===== config.mk =====
export PLATFORM = sky130hd
export DESIGN_NAME = ts_null_inserter
export DESIGN_NICKNAME = d
export VERILOG_FILES = /design/src/rtl/ts_null_inserter.sv
export SDC_FILE = /design/constraint.sdc
export NUM_CORES = 1
export LEC_CHECK = 0
export ABC_AREA = 1
export BUFFER_PORTS_ARGS = -buffer_cell sky130_fd_sc_hd__buf_2
export CAP_MARGIN = 25
export CORE_ASPECT_RATIO = 0.8
export CORE_MARGIN = 1.5
export CORE_UTILIZATION = 55
export DETAILED_ROUTE_END_ITERATION = 6
export PLACE_DENSITY_LB_ADDON = 0.25
export SYNTH_ARGS = -nofsm -noshare
export SYNTH_HDL_FRONTEND = slang
export SYNTH_SLANG_ARGS = --single-unit

===== constraint.sdc =====
create_clock -name clk_27 -period 3.6 [get_ports clk_27]
set_clock_uncertainty 0.15 [all_clocks]
set_input_delay 0.36 -clock clk_27 [delete_from_list [all_inputs] [get_ports clk_27]]
set_output_delay 0.36 -clock clk_27 [all_outputs]
set_load 0.01 [all_outputs]

===== src/rtl/ts_null_inserter.sv =====
// Turns a gapped, show-ahead FIFO stream into a continuous 188-byte TS stream.
// A packet is passed only when it is fully buffered; otherwise a null packet is sent.
module ts_null_inserter #(
  parameter int          PKT_LEN  = 188,
  parameter logic [12:0] NULL_PID = 13'h1FFF,
  parameter int          USEDW_W  = 9
) (
  input  logic               clk_27,
  input  logic               RST,
  input  logic               EN,
  input  logic [7:0]         FIFO_Q,
  input  logic               FIFO_EMPTY,
  input  logic [USEDW_W-1:0] FIFO_USEDW,
  output logic               FIFO_RDREQ,
  output logic [7:0]         DATA_OUT,
  output logic               D_VALID_OUT,
  output logic               P_SYNC_OUT,
  output logic               SYNC_LOST,
  output logic [31:0]        NULL_CNT,
  output logic [15:0]        DROP_CNT,
  output logic [15:0]        UNDERRUN_CNT
);

  localparam int         BC_W       = $clog2(PKT_LEN);
  localparam logic [7:0] SYNC_BYTE  = 8'h47;
  localparam logic [7:0] STUFF_BYTE = 8'hFF;

  typedef enum logic [1:0] {
    S_IDLE = 2'd0,
    S_PASS = 2'd1,
    S_NULL = 2'd2
  } state_t;

  state_t          state, state_nxt;
  logic [BC_W-1:0] bc;
  logic [3:0]      cc;
  logic            underran;
  logic            last_byte, boundary, pass_ok;
  logic [7:0]      byte_p0;
  logic            vld_p0, sync_p0, hunt, ur_hit;

  function automatic logic [31:0] sat_inc32(input logic [31:0] v);
    return (&v) ? v : v + 32'd1;
  endfunction

  function automatic logic [15:0] sat_inc16(input logic [15:0] v);
    return (&v) ? v : v + 16'd1;
  endfunction

  function automatic logic [7:0] null_byte(input logic [BC_W-1:0] pos, input logic [3:0] cnt);
    case (pos)
      BC_W'(0): return SYNC_BYTE;
      BC_W'(1): return {3'b000, NULL_PID[12:8]};
      BC_W'(2): return NULL_PID[7:0];
      BC_W'(3): return {4'h1, cnt};
      default:  return STUFF_BYTE;
    endcase
  endfunction

  assign last_byte = (bc == BC_W'(PKT_LEN - 1));
  assign boundary  = (state == S_IDLE) || last_byte;
  // Only a sync byte at the head with a whole packet behind it is worth passing.
  assign pass_ok   = !FIFO_EMPTY && (FIFO_Q == SYNC_BYTE) &&
                     (32'(FIFO_USEDW) >= 32'(PKT_LEN));

  always_ff @(posedge clk_27 or negedge RST) begin
    if (!RST) state <= S_IDLE;
    else      state <= state_nxt;
  end

  always_comb begin
    state_nxt = state;
    if (boundary) begin
      if (!EN)          state_nxt = S_IDLE;
      else if (pass_ok) state_nxt = S_PASS;
      else              state_nxt = S_NULL;
    end
  end

  always_comb begin
    FIFO_RDREQ = 1'b0;
    byte_p0    = 8'h00;
    vld_p0     = 1'b0;
    sync_p0    = 1'b0;
    hunt       = 1'b0;
    ur_hit     = 1'b0;
    case (state)
      S_PASS: begin
        vld_p0  = 1'b1;
        sync_p0 = (bc == '0);
        // Once the FIFO runs dry the rest of the packet is stuffed, even if data reappears.
        if (FIFO_EMPTY || underran) begin
          byte_p0 = STUFF_BYTE;
          ur_hit  = !underran;
        end else begin
          FIFO_RDREQ = 1'b1;
          byte_p0    = FIFO_Q;
        end
      end
      S_NULL: begin
        vld_p0     = 1'b1;
        sync_p0    = (bc == '0);
        byte_p0    = null_byte(bc, cc);
        hunt       = !FIFO_EMPTY && (FIFO_Q != SYNC_BYTE);
        FIFO_RDREQ = hunt;
      end
      default: ;
    endcase
  end

  // Stage p0 -> registered outputs and status counters
  always_ff @(posedge clk_27 or negedge RST) begin
    if (!RST) begin
      bc           <= '0;
      cc           <= 4'h0;
      underran     <= 1'b0;
      DATA_OUT     <= 8'h00;
      D_VALID_OUT  <= 1'b0;
      P_SYNC_OUT   <= 1'b0;
      SYNC_LOST    <= 1'b0;
      NULL_CNT     <= 32'd0;
      DROP_CNT     <= 16'd0;
      UNDERRUN_CNT <= 16'd0;
    end else begin
      bc          <= boundary ? '0 : bc + BC_W'(1);
      DATA_OUT    <= byte_p0;
      D_VALID_OUT <= vld_p0;
      P_SYNC_OUT  <= sync_p0;
      if (boundary)    underran <= 1'b0;
      else if (ur_hit) underran <= 1'b1;
      if (state == S_NULL && last_byte) cc <= cc + 4'h1;
      if (state == S_NULL && bc == '0)  NULL_CNT <= sat_inc32(NULL_CNT);
      if (hunt)   DROP_CNT     <= sat_inc16(DROP_CNT);
      if (ur_hit) UNDERRUN_CNT <= sat_inc16(UNDERRUN_CNT);
      if (state == S_PASS && bc == '0) SYNC_LOST <= 1'b0;
      else if (hunt)                   SYNC_LOST <= 1'b1;
    end
  end

endmodule

==> flow_metrics.py, run 1 <==
metrics = {
    "yosys": {
        "ys_ff_latch": 90,
        "syn_avg_cell_area_um2": 7.05,
        "yosysUniqueCellTypes": 34,
        "yosysSeqAreaShare_pct": 41.5,
        "syn_area_mm2": 0.00542,
        "synth_warnings": 0,
        "synth_area_leaders": "dfrtp_1, nand2_1, nor2_1, inv_1, xnor2_1",
        "yosysTopAreaCellShare_pct": 41.5,
        "synth_nets": 800,
        "syn_inst": 769,
        "yosys.area.top_type": "dfrtp_1",
    },
    "timing": {
        "fin_hold_ws_ns": 0.105,
        "rsz0062_at_grt": "false",
        "hold_viol": 0,
        "setup_ws_ns": 1.31,
        "tightest_slew_ns": 0.925,
        "max-slew-margin-rel_pct": 38.1,
        "fmax_ghz": 0.437,
        "drv_slew": 0,
        "fin_tns_setup_ns": 0,
        "finalSetupViolCount": 0,
        "period_share_pct": 63.5,
        "min_period_ns": 2.29,
    },
    "worst_setup_path": {
        "cp_max_fo": 14,
        "crit_top_cell": "nand2_1",
        "cp_slowest_stage_delay_ns": 0.72,
        "cp.arrival_ns": 2.43,
        "cp_top_family": "simple AND/OR/NAND/NOR gates",
        "start_kind": "register",
        "end_kind": "register",
        "path_buf_inv": 1,
        "worstSetupPathType": "register to register",
        "cpMaxStageDelayCell": "nor2_1",
        "cp.required_ns": 3.74,
        "cp_cell_sequence": "ha_1 -> nand3_1 -> inv_1 -> nand2_1 -> nor2_1 -> nor2_1 -> nand2_1 -> nand2_1",
    },
    "routing": {
        "drtIter0Drc": 348,
        "vias": 5185,
        "final_antenna_net_count": 0,
        "routed-wl-met2_mm": 6.04,
        "first_pass_iters": 5,
        "drt-wirelength-per-cell_um": 13.1,
        "highest_layer": "met4",
        "routed_wl_mm": 12.9,
        "wl_met3_um": 737,
        "vias_per_cell": 5.23,
        "drc_errors": 0,
        "wl_met1_mm": 5.93,
    },
    "global_routing": {
        "grt_overflow": 0,
        "grt_pass1_vias": 4869,
        "antenna_found_initial": 0,
        "grt_first_pass_wirelength_mm": 22.3,
        "grt_usage_pct": 26.6,
        "grt_max_degree": 56,
    },
    "place": {
        "gp_congestion": 0.948,
        "dp_hpwl_mm": 9.55,
        "io_buffers": 94,
        "pre_cts_slack_ns": 1.36,
        "dp.cells": 974,
    },
    "hold_path": {
        "min_path_type": "primary input to register",
    },
    "final_layout": {
        "post-route-util_pct": 65.5,
        "fill_cells": 891,
        "drive_above_1_share_pct": 16.1,
        "diodes": 0,
        "multi_input_comb_area_mm2": 0.00282,
        "post_layout_nonfiller_instances": 991,
        "nets": 898,
        "seq_area_mm2": 0.00225,
        "area_delta_synth_final_pct": 16.1,
    },
    "clock_network": {
        "cts.sinks": 90,
        "cts_buffers": 9,
        "insertion_delay_ns": 0.36,
        "cts_tree": "built",
        "clockBufferDepth": 2,
        "cts.clk_slew.worst_paths_ns": 0.07,
        "ctsResizeCount": 0,
        "h-tree-depth": 3,
        "cts-root-buf": "clkbuf_16",
    },
    "power": {
        "p_per_area_mw_per_mm2": 325,
        "peakVddDrop_uv": 235,
        "leakage_uw": 0.00323,
    },
    "run_status": {
        "status": "finished clean",
    },
    "floorplan": {
        "die_w_um": 114,
        "dieArea_mm2": 0.0105,
        "fp-row-count": 32,
        "dieHeight_um": 91.8,
        "initial_core_util_pct": 56.4,
        "io_pins": 97,
        "core_mm2": 0.00961,
    },
    "run": {
        "cap_viol_max_count": 0,
    },
}
==> cell type report <==
cell class | instances | share of cell area [%]
Clock buffer | 9 | 3.58
Tap cell | 119 | 2.36
Sequential cell | 90 | 35.8
Clock inverter | 7 | 1.37
Inverter | 69 | 4.21
Multi-Input combinational cell | 599 | 44.7
Timing Repair Buffer | 98 | 8.03
==> worst register-to-register path, cell delays in order, from the launching register on <==
cell and delay (ns):
dfrtp_1 0.43, ha_1 0.27, nand3_1 0.13, inv_1 0.07
nand2_1 0.16, nor2_1 0.07, nor2_1 0.72, nand2_1 0.12
nand2_1 0.09
==> routing by layer <==
layer	vias to the layer above	global-route usage, %
met2	146	44.0
met4	0	9.17
met1	2421	34.8
met5	-	0
met3	19	5.62
li1	2599	-
==> final timing paths <==
check	startpoint	endpoint	slack (ns)	depth (start not counted)
setup / recovery	DROP_CNT[0]	DROP_CNT[13]	1.31	8
hold / removal	EN	state[1]	0.10	3
setup reg to reg	DROP_CNT[0]	DROP_CNT[13]	1.31	8
hold reg to reg	cc[0]	cc[0]	0.36	1
max in group asynchronous	RST	NULL_CNT[29]	2.10	3
min in group asynchronous	RST	DROP_CNT[15]	0.46	2
==> what timing repair did <==
action,in CTS,in global routing
hold buffers,1,0
setup buffers,0,0
hold endpoints to repair,53,0
==> synth_stat cells <==
cell,n
a21oi_1,15
a31oi_1,1
and2_1,1
buf_2,1
buf_4,3
buf_6,5
clkbuf_1,2
clkinv_1,1
clkinv_2,1
dfrtp_1,90
ha_1,10
inv_1,65
inv_2,1
inv_6,1
nand2_1,322
nand2_2,13
nand2_4,2
nand2_8,1
nand3_1,40
nand3_2,1
nand3b_1,2
nand4_1,11
nor2_1,92
nor2_2,3
nor2_4,2
nor2_8,1
nor3_1,13
nor3_2,1
o21a_1,2
o21ai_0,23
o21ai_1,3
o21bai_1,1
xnor2_1,24
xor2_1,15
==> stage by stage <==
step                total power (uW)  area, um2
global placement                1070       5980
global route                    2110       6300
detailed placement              1070       5980
finish                          2050       6300
CTS                             2070       6300
floorplan                       1030       5420
==> cell usage in the layout, fill, tap and decap left out, types with 2 or more instances in the layout <==
cell type	n
a21oi_1	15
buf_2	93
buf_4	4
clkbuf_16	9
clkinv_4	2
dfrtp_1	90
ha_1	10
inv_1	65
inv_6	2
inv_8	2
nand2_1	322
nand2_2	13
nand2_4	2
nand3_1	40
nand3b_1	2
nand4_1	11
nor2_1	92
nor2_2	3
nor2_4	2
nor3_1	13
o21a_1	2
o21ai_0	23
o21ai_1	3
xnor2_1	24
xor2_1	15
==> state kept, by name, indices dropped and copies added, names as in the netlist <==
signal        cells
underran          1
DROP_CNT         16
DATA_OUT          8
cc                4
bc                8
state             2
D_VALID_OUT       1
UNDERRUN_CNT     16
P_SYNC_OUT        1
SYNC_LOST         1
NULL_CNT         32
==> power breakdown <==
| part | internal (uW) | total [uW] | leakage [uW] | switching [uW] |
|---|---|---|---|---|
| Sequential | 1010 | 1010 | 0.00123 | 0 |
| Clock | 553 | 999 | 0.000150 | 446 |
| Combinational | 11.1 | 38.6 | 0.00185 | 27.5 |
| Total | 1570 | 2050 | 0.00323 | 474 |
==> cell families after synthesis <==
logic type	Yosys count	synth area share, %
compound gates	45	4.31
xor+xnor	39	6.30
fa+ha+maj	10	2.31
buf+inv	80	6.57
flops	90	41.5
simple gates	505	39.0
Power figures use the tool's default switching activity.
==> run 2, diff against run 1 <==
==> constraint.sdc (replaced) <==
create_clock -name clk_27 -period 2.35 [get_ports clk_27]
set_clock_uncertainty 0.15 [all_clocks]
set_input_delay 0.235 -clock clk_27 [delete_from_list [all_inputs] [get_ports clk_27]]
set_output_delay 0.235 -clock clk_27 [all_outputs]
set_load 0.01 [all_outputs]
==> run 2 against run 1 <==
Net effect: critical path depth increased by 2; maximum frequency increased by 11%; highest routed layer unchanged; sequential share of layout area is 0.057 points higher; largest cell class unchanged.
==> flow_metrics.py, run 2 (synthesis gave the netlist of run 1 again) <==
metrics = {
    "clock_network": {
        "clockBufferDepth": 2,
        "cts_buffers": 9,
        "insertion_delay_ns": 0.34,
        "cts_tree": "built",
        "cts.sinks": 90,
        "post_cts_buffers": 0,
        "cts-root-buf": "clkbuf_16",
        "h-tree-depth": 3,
        "cts.clk_slew.worst_paths_ns": 0.06,
    },
    "floorplan": {
        "fp-row-count": 32,
        "die_w_um": 114,
        "initial_core_util_pct": 56.4,
        "dieHeight_um": 91.8,
        "core_mm2": 0.00961,
        "io_pins": 97,
        "dieArea_mm2": 0.0105,
    },
    "hold_path": {
        "hp-start": "FIFO_Q[2]",
        "min_path_type": "primary input to register",
    },
    "worst_setup_path": {
        "cp_max_fo": 32,
        "cp_top_family": "simple AND/OR/NAND/NOR gates",
        "cp_cell_sequence": "ha_1 -> nand2_2 -> nor2_4 -> nand2_4 -> nor2_8 -> nand2_4 -> nand2_8 -> inv_6 -> nand2_1 -> nand2_1",
        "startpoint": "NULL_CNT[1]",
        "worstReg2RegStart": "NULL_CNT[1]",
        "cp_slowest_stage_delay_ns": 0.42,
        "cpMaxStageDelayCell": "dfrtp_1",
        "cp.arrival_ns": 2.15,
        "cp.required_ns": 2.43,
        "worstSetupPathType": "register to register",
        "path_buf_inv": 1,
        "end_kind": "register",
        "start_kind": "register",
    },
    "timing": {
        "max-slew-margin-rel_pct": 62.0,
        "period_share_pct": 87.9,
        "min_period_ns": 2.07,
        "fmax_ghz": 0.484,
        "tightest_slew_ns": 0.569,
        "fin_hold_ws_ns": 0.0817,
        "finalSetupViolCount": 0,
        "hold_viol": 0,
        "drv_slew": 0,
        "rsz0062_at_grt": "false",
        "fin_tns_setup_ns": 0,
    },
    "global_routing": {
        "antenna_found_initial": 0,
        "grt_first_pass_wirelength_mm": 22.0,
        "grt_usage_pct": 26.0,
        "grt_pass1_vias": 4830,
        "grt_max_degree": 46,
        "grt_overflow": 0,
    },
    "routing": {
        "drt-wirelength-per-cell_um": 12.8,
        "first_pass_iters": 5,
        "routed_wl_mm": 12.7,
        "final_antenna_net_count": 0,
        "drtIter0Drc": 425,
        "vias_per_cell": 5.18,
        "vias": 5152,
        "drc_errors": 0,
    },
    "power": {
        "leakage_uw": 0.00323,
        "p_per_area_mw_per_mm2": 461,
        "peakVddDrop_uv": 342,
        "p_total_uw": 2900,
    },
    "final_layout": {
        "largest_register_ffs": 32,
        "top_regs": "NULL_CNT: 32 flops, DROP_CNT: 16 flops, UNDERRUN_CNT: 16 flops",
        "multi_input_comb_area_mm2": 0.00282,
        "seq_area_mm2": 0.00225,
        "fill_cells": 878,
        "nets": 902,
        "drive_above_1_share_pct": 16.0,
        "area_delta_synth_final_pct": 15.9,
        "layout_common_cells": "nand2_1, buf_2, nor2_1",
        "largest-register": "NULL_CNT",
        "post_layout_nonfiller_instances": 994,
        "diodes": 0,
        "layout_commonest_cell": "nand2_1",
    },
    "run_status": {
        "status": "finished clean",
    },
    "place": {
        "gp_congestion": 0.962,
        "io_buffers": 94,
        "dp.cells": 977,
        "dp_hpwl_mm": 9.53,
    },
    "run": {
        "cap_viol_max_count": 0,
    },
}
-- run 2: cell count changes in the layout (fill, tap and decap cells not counted), moves of 2 or more --
cell      before  now
clkinv_4       2    0
clkinv_2       1    3
clkbuf_1       0    3
buf_4          4    6
inv_8          2    0
-- run 2: path summary, 6_finish.rpt --
check,depth (start not counted),slack (ns),endpoint
worst min register to register,2,0.37,state[1]
max in group asynchronous,3,1.26,NULL_CNT[27]
min in group asynchronous,2,0.17,DROP_CNT[13]
worst max-delay path,10,0.28,NULL_CNT[28]
worst max register to register,10,0.28,NULL_CNT[28]
worst min-delay path,3,0.08,DATA_OUT[2]
-- run 2: layout make-up --
class / instances / area share, %
multi-input combinational: 599 / 44.8
sequential: 90 / 35.8
timing repair buffer: 102 / 8.75
inverter: 69 / 4.22
clock buffer: 12 / 3.76
tap: 119 / 2.37
clock inverter: 3 / 0.279
-- run 2: worst reg2reg max path, delay by kind of cell, from the launching register on --
kind                       cells  cell delay [ns]
and+or+nand+nor                8             0.97
DFF                            1             0.42
adders and majority gates      1             0.26
buffers and inverters          1             0.15
-- run 2: metrics by stage --
step	setup WS (ns)	instance area (um2)	utilization, %
2_1_floorplan	0.523	5420	-
3_3_place_gp	0.247	6010	62.6
3_5_place_dp	0.199	6010	62.6
4_1_cts	0.153	6290	65.4
5_1_grt	0.128	6290	65.4
6_report	0.284	6290	65.4
-- run 2: routing by layer --
| metal | routed length, um | global-route usage, % | vias to the layer above |
|---|---|---|---|
| met2 | 5950 | 42.7 | 179 |
| met3 | 762 | 4.96 | 14 |
| met5 | 0 | 0 | - |
| met1 | 5850 | 35.1 | 2350 |
| met4 | 152 | 7.71 | 0 |
| li1 | - | - | 2609 |
-- run 2: what timing repair did --
item,in CTS,in global routing
endpoints found under the hold margin,65,0
hold buffers,2,0
endpoints found under the setup margin,0,13
resized for setup,0,1
-- run 2: power by group --
part / leakage [uW] / switching (uW) / total (uW) / internal [uW]
clock network: 0.000122 / 579 / 1290 / 708
logic: 0.00187 / 42.6 / 63.1 / 20.5
registers: 0.00123 / 0 / 1550 / 1550
total: 0.00323 / 622 / 2900 / 2280
==> run 3, diff against run 2 <==
--- a/config.mk
+++ b/config.mk
@@ -7,10 +7,10 @@
 export LEC_CHECK = 0
 export ABC_AREA = 1
 export BUFFER_PORTS_ARGS = -buffer_cell sky130_fd_sc_hd__buf_2
-export CAP_MARGIN = 25
-export CORE_ASPECT_RATIO = 0.8
+export CAP_MARGIN = 0
+export CORE_ASPECT_RATIO = 0.7
 export CORE_MARGIN = 1.5
-export CORE_UTILIZATION = 55
+export CORE_UTILIZATION = 52
 export DETAILED_ROUTE_END_ITERATION = 6
 export PLACE_DENSITY_LB_ADDON = 0.25
 export SYNTH_ARGS = -nofsm -noshare
==> run 3 against run 2 <==
Net effect: utilization is 1.4 points lower; final cell count rose by 0.60%; via count up 1.1%; first-iteration DRC count increased by 18%; total power is 10% higher; critical path depth shrank 2; hold slack lost 0.066 ns; clock power is 23% higher; routed wire length up 4.6%; die area increased by 5.7%; sequential share of layout area fell by 0.32 points; largest cell class unchanged; largest power group is now the clock network.
==> flow_metrics.py, run 3 (synthesis gave the netlist of run 1 again) <==
metrics = {
    "final_layout": {
        "layout_common_cells": "nand2_1, buf_2, nor2_1",
        "fill_cells": 874,
        "diodes": 0,
        "top_regs": "NULL_CNT: 32 flops, DROP_CNT: 16 flops, UNDERRUN_CNT: 16 flops",
        "nets": 899,
        "area_delta_synth_final_pct": 17.0,
        "drive_above_1_share_pct": 16.2,
        "stdcell_area_mm2": 0.00634,
        "largest-register": "NULL_CNT",
        "largest_register_ffs": 32,
        "layout_commonest_cell": "nand2_1",
    },
    "clock_network": {
        "post_cts_buffers": 0,
        "h-tree-depth": 3,
        "clockBufferDepth": 2,
        "cts_buffers": 9,
        "cts-root-buf": "clkbuf_16",
        "insertion_delay_ns": 0.35,
        "cts.sinks": 90,
        "cts.clk_slew.worst_paths_ns": 0.07,
        "cts_tree": "built",
    },
    "routing": {
        "routed_wl_mm": 13.3,
        "drc_errors": 0,
        "final_antenna_net_count": 0,
        "drtIter0Drc": 502,
        "vias": 5209,
        "first_pass_iters": 6,
        "vias_per_cell": 5.21,
        "drt-wirelength-per-cell_um": 13.3,
    },
    "run_status": {
        "status": "finished clean",
    },
    "timing": {
        "hold_viol": 0,
        "finalSetupViolCount": 0,
        "fmax_ghz": 0.465,
        "tightest_slew_ns": 0.577,
        "rsz0062_at_grt": "false",
        "min_period_ns": 2.15,
        "drv_slew": 0,
        "fin_tns_setup_ns": 0,
        "period_share_pct": 91.6,
        "max-slew-margin-rel_pct": 61.5,
        "setup_ws_ns": 0.197,
    },
    "worst_setup_path": {
        "cp.arrival_ns": 2.24,
        "timing.rr.end": "UNDERRUN_CNT[9]",
        "worstReg2RegStart": "UNDERRUN_CNT[0]",
        "cp_cell_sequence": "ha_1 -> nand3_1 -> nor3_2 -> nand3_2 -> nand2_2 -> inv_2 -> nand2_1 -> nand2_1",
        "crit_top_cell": "nand2_1",
        "reg2regPathDepth": 8,
        "cp.required_ns": 2.43,
        "worstSetupPathType": "register to register",
        "cp_slowest_stage_delay_ns": 0.41,
        "cp_max_fo": 17,
        "end_kind": "register",
        "cpMaxStageDelayCell": "dfrtp_1",
        "start_kind": "register",
        "reg2reg_slack_ns": 0.20,
    },
    "floorplan": {
        "die_w_um": 125,
        "fp-row-count": 30,
        "dieArea_mm2": 0.0111,
        "initial_core_util_pct": 54.7,
        "core_mm2": 0.00991,
        "io_pins": 97,
        "dieHeight_um": 88.5,
    },
    "hold_path": {
        "hold_depth": 3,
        "hp-start": "EN",
        "whs_endpoint": "state[0]",
        "min_path_type": "primary input to register",
    },
    "place": {
        "place_area_mm2": 0.00601,
        "io_buffers": 94,
        "gp_congestion": 0.943,
        "pre_cts_slack_ns": 0.162,
        "dp_hpwl_mm": 9.84,
    },
    "global_routing": {
        "grt_usage_pct": 24.7,
        "grt_overflow": 0,
        "grt_max_degree": 44,
        "antenna_found_initial": 0,
        "grt_first_pass_wirelength_mm": 22.2,
        "grt_pass1_vias": 4783,
    },
    "power": {
        "p_per_area_mw_per_mm2": 504,
        "peakVddDrop_uv": 336,
        "p_total_uw": 3200,
        "leakage_uw": 0.00325,
    },
    "run": {
        "cap_viol_max_count": 0,
    },
}
run 3: worst max path at each step:
stage,startpoint,endpoint,slack (ns),cells after the start
global route,UNDERRUN_CNT[0],UNDERRUN_CNT[9],0.005,8
floorplan,UNDERRUN_CNT[0],UNDERRUN_CNT[13],0.52,9
finish,UNDERRUN_CNT[0],UNDERRUN_CNT[9],0.20,8
CTS,DROP_CNT[0],DROP_CNT[12],0.15,8
global placement,DROP_CNT[0],DROP_CNT[0],0.24,8
detailed placement,DROP_CNT[0],DROP_CNT[12],0.16,8
run 3: worst max-delay path: cells and delay by family, from the launching register on:
kind                     cells  cell delay, ns
AND/OR/NAND/NOR              6            1.04
flip-flops                   1            0.41
buffers and inverters        1            0.18
adder cells (fa/ha/maj)      1            0.26
run 3: where the power goes:
group	switching, uW	total (uW)	internal (uW)
combinational	43.3	62.7	19.4
sequential	0	1550	1550
clock	625	1590	963
total	669	3200	2530
run 3: timing repair:
item,in CTS,in global routing
hold endpoints to repair,64,0
setup endpoints to repair,0,14
gates resized for setup,0,1
hold buffers,1,0
run 3: layout make-up:
class                      count  area [um2]  share of cell area (%)
clock buffer                  10         239                    3.77
clock inverter                 5        85.1                    1.34
inverter                      69         265                    4.18
multi-input combinational    599        2820                    44.4
sequential                    90        2250                    35.5
tap                          128         160                    2.52
timing repair buffer          99         526                    8.28
run 3: per-layer routing:
layer	GRT usage [%]	part of all wire, %	wire length, um
met5	0	0	0
met1	34.1	48	6330
met4	5.68	0.77	102
met3	5.20	6.4	856
met2	40.7	45	6010
run 3: metrics by stage:
| step | hold WS [ns] | instances | utilization, % |
|---|---|---|---|
| after global routing | 0.0284 | 1000 | 64.0 |
| after floorplan | -0.211 | 769 | - |
| after global placement | 0.00140 | 984 | 60.6 |
| after detailed placement | 0.00711 | 984 | 60.6 |
| after CTS | 0.00622 | 1000 | 64.0 |
| final | 0.0154 | 1000 | 64.0 |
